==> config.mk <==
export PLATFORM = sky130hd
export DESIGN_NAME = ip_rom_arbiter
export DESIGN_NICKNAME = d
export VERILOG_FILES = /design/src/rtl/ip_rom_arbiter.sv
export SDC_FILE = /design/constraint.sdc
export NUM_CORES = 1
export LEC_CHECK = 0
export CORE_AREA = 4 4 55 57
export CTS_BUF_LIST = sky130_fd_sc_hd__clkbuf_16
export CTS_CLUSTER_SIZE = 30
export DETAILED_ROUTE_END_ITERATION = 10
export DIE_AREA = 0 0 59 61
export PLACE_DENSITY_LB_ADDON = 0.05
export SYNTH_ARGS = -nofsm -noshare
export SYNTH_HDL_FRONTEND = slang
export SYNTH_SLANG_ARGS = --single-unit
==> constraint.sdc <==
create_clock -name clk -period 2.96 [get_ports clk]
set_input_delay 0.444 -clock clk [delete_from_list [all_inputs] [get_ports clk]]
set_output_delay 0.444 -clock clk [all_outputs]
set_load 0.02 [all_outputs]
==> src/rtl/ip_rom_arbiter.sv <==
// ip_rom_arbiter: shares the single-port IPL ROM between the CPU bus bridge
// (master 0) and the boot loader/copy engine (master 1). One read per clock,
// combinational grant, round-robin with a bounded burst lock, and in-order
// routing of the one-cycle-latency ROM data back to the issuing master.

// Per-master response path: claims the returned byte when this master owns
// the read that is in flight, and forces the data to zero otherwise.
module ip_rom_arbiter_resp #(
    parameter logic IDX = 1'b0
) (
    input  logic       i_rom_rdata_en,
    input  logic [7:0] i_rom_rdata,
    input  logic       i_pending,
    input  logic       i_owner,
    output logic       o_rdata_en,
    output logic [7:0] o_rdata
);
    assign o_rdata_en = i_rom_rdata_en & i_pending & (i_owner == IDX);
    assign o_rdata    = o_rdata_en ? i_rom_rdata : 8'h00;
endmodule

module ip_rom_arbiter #(
    parameter int LOCK_MAX = 16
) (
    input  logic       clk,
    input  logic       n_reset,
    input  logic       m0_req,
    input  logic       m0_lock,
    input  logic [9:0] m0_address,
    output logic       m0_gnt,
    output logic [7:0] m0_rdata,
    output logic       m0_rdata_en,
    input  logic       m1_req,
    input  logic       m1_lock,
    input  logic [9:0] m1_address,
    output logic       m1_gnt,
    output logic [7:0] m1_rdata,
    output logic       m1_rdata_en,
    output logic       rom_n_cs,
    output logic       rom_n_rd,
    output logic [9:0] rom_address,
    input  logic [7:0] rom_rdata,
    input  logic       rom_rdata_en
);
    localparam int CW = (LOCK_MAX > 1) ? $clog2(LOCK_MAX) : 1;
    // Saturation point of the lock counter; a holder keeps winning contested
    // cycles only while the counter is below this value.
    localparam logic [CW-1:0] CNT_MAX = CW'(LOCK_MAX - 1);

    logic          r_ready;
    logic          r_last;
    logic          r_locked;
    logic [CW-1:0] r_lock_cnt;
    logic          r_pending;
    logic          r_owner;

    logic [1:0]      w_req;
    logic [1:0]      w_lock;
    logic [1:0][9:0] w_addr;
    logic            w_hold;
    logic            w_acc;
    logic            w_win;
    logic [1:0]      w_rdata_en;
    logic [1:0][7:0] w_rdata;

    assign w_req  = {m1_req, m1_req & 1'b0} | {1'b0, m0_req};
    assign w_lock = {m1_lock, m0_lock};
    assign w_addr = {m1_address, m0_address};

    // The previous winner may keep the port under contention only while its
    // lock is active and its run has not reached the cap.
    assign w_hold = r_locked && (r_lock_cnt < CNT_MAX);

    // Winner selection: sole requester wins, ties go to the lock holder or
    // rotate away from the last winner.
    always_comb begin
        w_acc = 1'b0;
        w_win = 1'b0;
        if (r_ready) begin
            case (w_req)
                2'b01: begin
                    w_acc = 1'b1;
                    w_win = 1'b0;
                end
                2'b10: begin
                    w_acc = 1'b1;
                    w_win = 1'b1;
                end
                2'b11: begin
                    w_acc = 1'b1;
                    w_win = w_hold ? r_last : ~r_last;
                end
                default: begin
                    w_acc = 1'b0;
                    w_win = 1'b0;
                end
            endcase
        end
    end

    assign m0_gnt      = w_acc & ~w_win;
    assign m1_gnt      = w_acc & w_win;
    assign rom_n_cs    = ~w_acc;
    assign rom_n_rd    = ~w_acc;
    assign rom_address = w_acc ? w_addr[w_win] : 10'd0;

    // Hold off arbitration until the first edge after reset release.
    always_ff @(posedge clk or negedge n_reset) begin
        if (!n_reset) r_ready <= 1'b0;
        else          r_ready <= 1'b1;
    end

    // Fairness state: last winner, lock flag and saturating lock run count.
    // A different master taking a locked accept restarts the run at zero.
    always_ff @(posedge clk or negedge n_reset) begin
        if (!n_reset) begin
            r_last     <= 1'b1;
            r_locked   <= 1'b0;
            r_lock_cnt <= '0;
        end else if (w_acc) begin
            r_last <= w_win;
            if (!w_lock[w_win]) begin
                r_locked   <= 1'b0;
                r_lock_cnt <= '0;
            end else if (!r_locked || (r_last != w_win)) begin
                r_locked   <= 1'b1;
                r_lock_cnt <= '0;
            end else if (r_lock_cnt != CNT_MAX) begin
                r_lock_cnt <= r_lock_cnt + 1'b1;
            end
        end
    end

    // Track the read in flight; the async clear masks a late ROM response
    // when reset lands mid-read.
    always_ff @(posedge clk or negedge n_reset) begin
        if (!n_reset) begin
            r_pending <= 1'b0;
            r_owner   <= 1'b0;
        end else begin
            r_pending <= w_acc;
            if (w_acc) r_owner <= w_win;
        end
    end

    for (genvar g = 0; g < 2; g++) begin : g_resp
        ip_rom_arbiter_resp #(
            .IDX(1'(g))
        ) u_resp (
            .i_rom_rdata_en(rom_rdata_en),
            .i_rom_rdata   (rom_rdata),
            .i_pending     (r_pending),
            .i_owner       (r_owner),
            .o_rdata_en    (w_rdata_en[g]),
            .o_rdata       (w_rdata[g])
        );
    end

    assign m0_rdata_en = w_rdata_en[0];
    assign m1_rdata_en = w_rdata_en[1];
    assign m0_rdata    = w_rdata[0];
    assign m1_rdata    = w_rdata[1];
endmodule

==> out/results.ini, run 1 <==
[logic_synthesis]
syn-cell-area_um2 = 843
ys_warn_count = 0
ys_ff_latch = 9
avgSynthCellArea_um2 = 7.74
syn_inst = 109
seq_area_frac_synth_pct = 26.9
synth.distinct_cells = 32
synth_nets = 145

[clock_tree]
cts_num_sinks = 9
cts_buffer_depth = 2
h-tree-depth = 1
cts-root-buf = clkbuf_16
numCtsBuffers = 3
insertion_delay_ps = 230
cts_tree = built
clk_pin_slew_ps = 40

[setup_path]
crit_top_cell = clkdlybuf4s50_1
cpPeakStageDelay_ps = 630
ff2ff_path_depth = 5
timing.rr.end = r_lock_cnt[1]
crit_type = in -> out
rr_startpoint = r_lock_cnt[0]
crit_slowest_cell = clkdlybuf4s50_1
cp-end-kind = primary output
start_kind = input port
reg2reg_slack_ps = 1320
crit_path_max_fanout = 9
cp_cell_sequence = clkdlybuf4s50_1 > nand2_1 > a31oi_1 > nor2b_1 > buf_4 > clkdlybuf4s50_1
cp.arrival_ps = 2290
crit_buf_inv = 3
cp_data_required_time_ps = 2520
crit_family = buffers and inverters

[global_route]
grt_overflow = 0
grt_usage_pct = 15.3
top_usage_layer = met2
use_met1_pct = 17.1
antenna_found_initial = 0
grt_max_degree = 10
grtUsageMet2_pct = 28.2
use_met3_pct = 4.89
grt_pass1_vias = 974
grt_pass1_wl_mm = 4.23

[flow_run]
cap_violations = 0

[timing]
fin_crit_ps = 2730
worst_slack_ps = 226
setup_tns_ps = 0
fmax_ghz = 0.366
finalMaxSlewViolations = 0
setup_violations = 0
fin_crit_sh_pct = 92.4
finalHoldViolCount = 0
hold_ws_ps = 502
skew_ps = 2.12
rsz0062_at_grt = no

[worst_hold_path]
hold-path-endpoint = r_owner
hold_start = r_owner
hold-path-cell-count = 1
hp-class = reg -> reg

[drt]
drtIter0Drc = 24
wl_per_cell_um = 12.8
dr_total_vias = 1013
drc = 0
firstDrtPassIters = 4
postRouteAntennaNets = 0
routed_via_density = 4.87
drt-total-wl_mm = 2.65

[pwr]
total_power_mw = 0.589
power_leakage_nw = 0.835
power_density_nw_per_um2 = 362
peakVddDrop_mv = 0.506

[die]
die_area_um2 = 3600
core_um2 = 2480
die_x_um = 59
row_count = 18
pin_count = 67
die_h_um = 61
start_util_pct = 34.0

[cells_and_area]
layout-drive-gt1-share_pct = 8.43
area_growth_pct = 93.3
final_common_cell = clkdlybuf4s50_1
instances_no_fill = 208
nNetsFinal = 215
antennaDiodeCount = 0
fin_util_pct = 65.8
layout_common_cells = clkdlybuf4s50_1 (56), nand2_1 (18), and2_1 (16), inv_1 (16), mux2i_1 (11)
fillCellCount = 219
design_area_um2 = 1630

[place]
place_inst = 204
dp_slack_ps = 35.7
portBuffers = 66
routabilityCongestion = 0.814
hpwl_mm = 2.24
dpl-instance-area_um2 = 1530

[outcome]
status = complete, no violations

-- cell usage after synthesis, drive strengths merged --
cell type | number | share of area, %
a21o | 3 | 3.0
a21oi | 1 | 0.59
a31oi | 2 | 1.5
a32oi | 1 | 1.0
and2 | 16 | 12
and3 | 2 | 2.1
buf | 5 | 5.8
clkbuf | 1 | 0.44
conb | 1 | 0.44
dfrtp | 8 | 24
dfstp | 1 | 3.1
ha | 1 | 1.5
inv | 15 | 6.7
mux2i | 11 | 13
nand2 | 18 | 8.0
nand3 | 4 | 2.4
nand3b | 1 | 0.89
nand4 | 1 | 0.74
nor2 | 6 | 2.7
nor2b | 2 | 1.5
nor3b | 1 | 0.89
o21ai | 1 | 1.0
o221ai | 1 | 1.8
o22ai | 2 | 1.5
o2bb2ai | 1 | 1.0
o31ai | 2 | 1.8
or3b | 1 | 1.0
-- logic make-up after synthesis --
logic type,Yosys count,synth area share [%]
AOI/OAI and AO/OA,14,13.2
adders and majority gates,1,1.48
buffers and inverters,21,12.9
DFF,9,26.9
muxes,11,13.1
other,1,0.445
and+or+nand+nor,52,32.0
-- flip-flops by register name (all words and copies together), names as in the netlist --
| register | flops |
|---|---|
| r_last | 1 |
| r_lock_cnt | 4 |
| r_locked | 1 |
| r_owner | 1 |
| r_pending | 1 |
| r_ready | 1 |
-- layout make-up --
type | count | area [um2] | area share (%)
tap | 30 | 37.5 | 2.30
timing repair buffer | 71 | 723 | 44.4
inverter | 15 | 56.3 | 3.45
clock buffer | 3 | 75.1 | 4.60
clock inverter | 1 | 3.75 | 0.230
sequential | 9 | 226 | 13.9
multi-input combinational | 79 | 508 | 31.2
-- power by group --
part | switching, mW | total [mW] | leakage, nW | internal (mW)
registers | 0.0110 | 0.147 | 0.114 | 0.136
logic | 0.0923 | 0.207 | 0.679 | 0.115
clock network | 0.0586 | 0.235 | 0.0423 | 0.176
total | 0.162 | 0.589 | 0.835 | 0.427
-- how the worst max path moves through the flow --
| stage | startpoint | to | cells past startpoint |
|---|---|---|---|
| 6_report | m1_req | m1_gnt | 6 |
| 5_1_grt | m1_req | m1_gnt | 6 |
| 4_1_cts | m1_req | rom_address[4] | 7 |
| 3_5_place_dp | m1_req | rom_address[0] | 7 |
| 3_3_place_gp | m1_req | rom_address[4] | 7 |
| 2_1_floorplan | r_lock_cnt[0] | rom_address[4] | 7 |
-- what timing repair did --
action / in CTS / in global routing
endpoints found under the hold margin: 0 / 0
buffers inserted: 0 / 0
gates resized for setup: 0 / 10
hold buffers: 0 / 0
setup endpoints to repair: 0 / 10
-- routing by layer --
metal	share of wire (%)	vias up	wire, um
li1	-	494	-
met1	39	453	1030
met2	49	60	1300
met3	11	6	291
met4	1.2	0	31
met5	0	-	0
No activity file was read; power rests on OpenSTA's default activity.
==> run 2: changes to the inputs <==
--- a/config.mk
+++ b/config.mk
@@ -10,6 +10,7 @@
 export CTS_CLUSTER_SIZE = 30
 export DETAILED_ROUTE_END_ITERATION = 10
 export DIE_AREA = 0 0 59 61
+export MAX_ROUTING_LAYER = met4
 export PLACE_DENSITY_LB_ADDON = 0.05
 export SYNTH_ARGS = -nofsm -noshare
 export SYNTH_HDL_FRONTEND = slang
==> constraint.sdc (replaced) <==
create_clock -name clk -period 2.96 [get_ports clk]
set_input_delay 0.444 -clock clk [delete_from_list [all_inputs] [get_ports clk]]
set_output_delay 0.444 -clock clk [all_outputs]
set_load 0.05 [all_outputs]
==> out/results.ini, run 2 (synthesized netlist as in run 1, its figures left out) <==
[global_route]
grt_usage_pct = 17.0  ; +1.7 points
grtUsageMet2_pct = 29.0  ; +0.79 points
grt_pass1_vias = 968  ; -0.62%
top_usage_layer = met2
grt_max_degree = 17  ; +7
grt_overflow = 0  ; unchanged
grt_pass1_wl_mm = 4.33  ; +2.3%
use_met1_pct = 16.9  ; -0.11 points
use_met3_pct = 6.60  ; +1.7 points
antenna_found_initial = 0  ; unchanged

[setup_path]
timing.rr.end = r_owner
cpPeakStageDelay_ps = 530  ; -100 ps
crit_path_max_fanout = 15  ; +6
cp-end-kind = primary output
cp_data_required_time_ps = 2520  ; about the same
rr_startpoint = r_lock_cnt[0]
crit_type = in -> out
start_kind = input port
reg2reg_slack_ps = 1300  ; -20 ps
cp_cell_sequence = clkdlybuf4s50_1 > nand2_1 > a31oi_1 > nor2b_1 > buf_4 > mux2i_1 > buf_12
crit_slowest_cell = clkdlybuf4s50_1
ff2ff_path_depth = 6  ; +1
cp.arrival_ps = 2230  ; -60 ps

[die]
start_util_pct = 34.0  ; unchanged
pin_count = 67  ; unchanged
core_um2 = 2480  ; unchanged
die_x_um = 59  ; unchanged
die_h_um = 61  ; unchanged
row_count = 18  ; unchanged
die_area_um2 = 3600  ; unchanged

[cells_and_area]
final_common_cell = clkdlybuf4s50_1
nNetsFinal = 213  ; -0.93%
fin_util_pct = 67.3  ; +1.5 points
instances_no_fill = 206  ; -0.96%
top_register = r_lock_cnt
area_growth_pct = 97.8
antennaDiodeCount = 0  ; unchanged
layout_common_cells = clkdlybuf4s50_1 (42), nand2_1 (18), and2_1 (16), inv_1 (16), buf_4 (16)
largest_reg_flops = 4  ; unchanged
fillCellCount = 220  ; +0.46%
layout-drive-gt1-share_pct = 21.0  ; +13 points

[clock_tree]
numCtsBuffers = 3  ; unchanged
post_cts_buffers = 0  ; unchanged
hold_buffers = 0  ; unchanged
insertion_delay_ps = 240  ; about the same
cts_buffer_depth = 2  ; unchanged
cts_resized = 0  ; unchanged
cts_num_sinks = 9  ; unchanged
h-tree-depth = 1  ; unchanged
cts-root-buf = clkbuf_16
clk_pin_slew_ps = 40  ; about the same
cts_tree = built

[place]
place_inst = 202  ; -0.98%
routabilityCongestion = 0.839  ; +3.1%
hpwl_mm = 2.28  ; +1.8%
portBuffers = 66  ; unchanged

[timing]
relSlewSlack_pct = 65.6
finalHoldViolCount = 0  ; unchanged
rsz0062_at_grt = no
fmax_ghz = 0.374  ; +2.3%
tightestPinTransition_ps = 514
fin_crit_ps = 2670  ; -62.3 ps
setup_tns_ps = 0  ; unchanged
setup_violations = 0  ; unchanged
skew_ps = 2.48  ; +0.358 ps
fin_crit_sh_pct = 90.3  ; -2.1 points
finalMaxSlewViolations = 0  ; unchanged

[drt]
firstDrtPassIters = 4  ; unchanged
drc = 0  ; unchanged
dr_total_vias = 981  ; -3.2%
postRouteAntennaNets = 0  ; unchanged
wl_per_cell_um = 13.4  ; +5.0%
drtIter0Drc = 28  ; +17%
routed_via_density = 4.76  ; -2.2%
drt-total-wl_mm = 2.76  ; +4.0%

[outcome]
status = complete, no violations

[pwr]
power_leakage_nw = 0.763  ; -8.6%
pwr-share-seq_pct = 21.5  ; -3.5 points
peakVddDrop_mv = 0.673  ; +33%
power_switching_mw = 0.232  ; +43%
p_sw_share_pct = 33.9  ; +6.4 points
clkPwrFrac_pct = 34.9  ; -5.0 points
total_power_mw = 0.684  ; +16%
p_int_mw = 0.452  ; +5.8%
p_comb_share_pct = 43.6  ; +8.5 points
power_density_nw_per_um2 = 410  ; +13%

[worst_hold_path]
hp-class = reg -> reg
hold-path-cell-count = 1  ; unchanged
hold-path-endpoint = r_owner
hold_start = r_owner

[flow_run]
cap_violations = 0  ; unchanged

run 2: through the flow:
stage               cell area (um2)  setup WS, ps  hold slack [ps]
finish                         1670           288              507
global route                   1670           155              549
CTS                            1670           287              505
detailed placement             1590           303              495
global placement               1590           350              503
floorplan                       843           267              148
run 2: worst max-delay path, delay by kind of cell:
kind            cells  cell delay [ps]
compound gates      1              190
buf+inv             3              990
simple gates        2              260
mux                 1              340
run 2: how the worst max path moves through the flow:
stage                     depth (start not counted)           from        endpoint  slack (ps)
after floorplan                                   7  r_lock_cnt[0]  rom_address[4]         270
after global placement                            7         m1_req  rom_address[1]         350
after detailed placement                          7         m1_req  rom_address[8]         300
after CTS                                         7         m1_req  rom_address[8]         290
after global routing                              7         m1_req  rom_address[0]         150
final                                             7         m1_req  rom_address[8]         290
run 2: final cells by class:
cell class                      count  area [um2]  share of cell area [%]
Timing Repair Buffer               69         761                    45.6
Multi-Input combinational cell     79         508                    30.5
Sequential cell                     9         226                    13.6
Clock buffer                        3        75.1                    4.50
Inverter                           15        56.3                    3.38
Tap cell                           30        37.5                    2.25
Clock inverter                      1        3.75                   0.225
run 2: power groups by stage:
stage / sequential (mW) / combinational, mW / clock (mW)
after floorplan: 0.145 / 0.165 / 0
after global placement: 0.148 / 0.297 / 0
after detailed placement: 0.148 / 0.301 / 0
after CTS: 0.146 / 0.301 / 0.243
after global routing: 0.149 / 0.316 / 0.255
final: 0.147 / 0.299 / 0.239
run 2: routing by layer:
| metal | up-vias | wire, um |
|---|---|---|
| met3 | 6 | 306 |
| met2 | 54 | 1370 |
| met5 | - | 0 |
| li1 | 492 | - |
| met1 | 429 | 1020 |
| met4 | 0 | 70 |
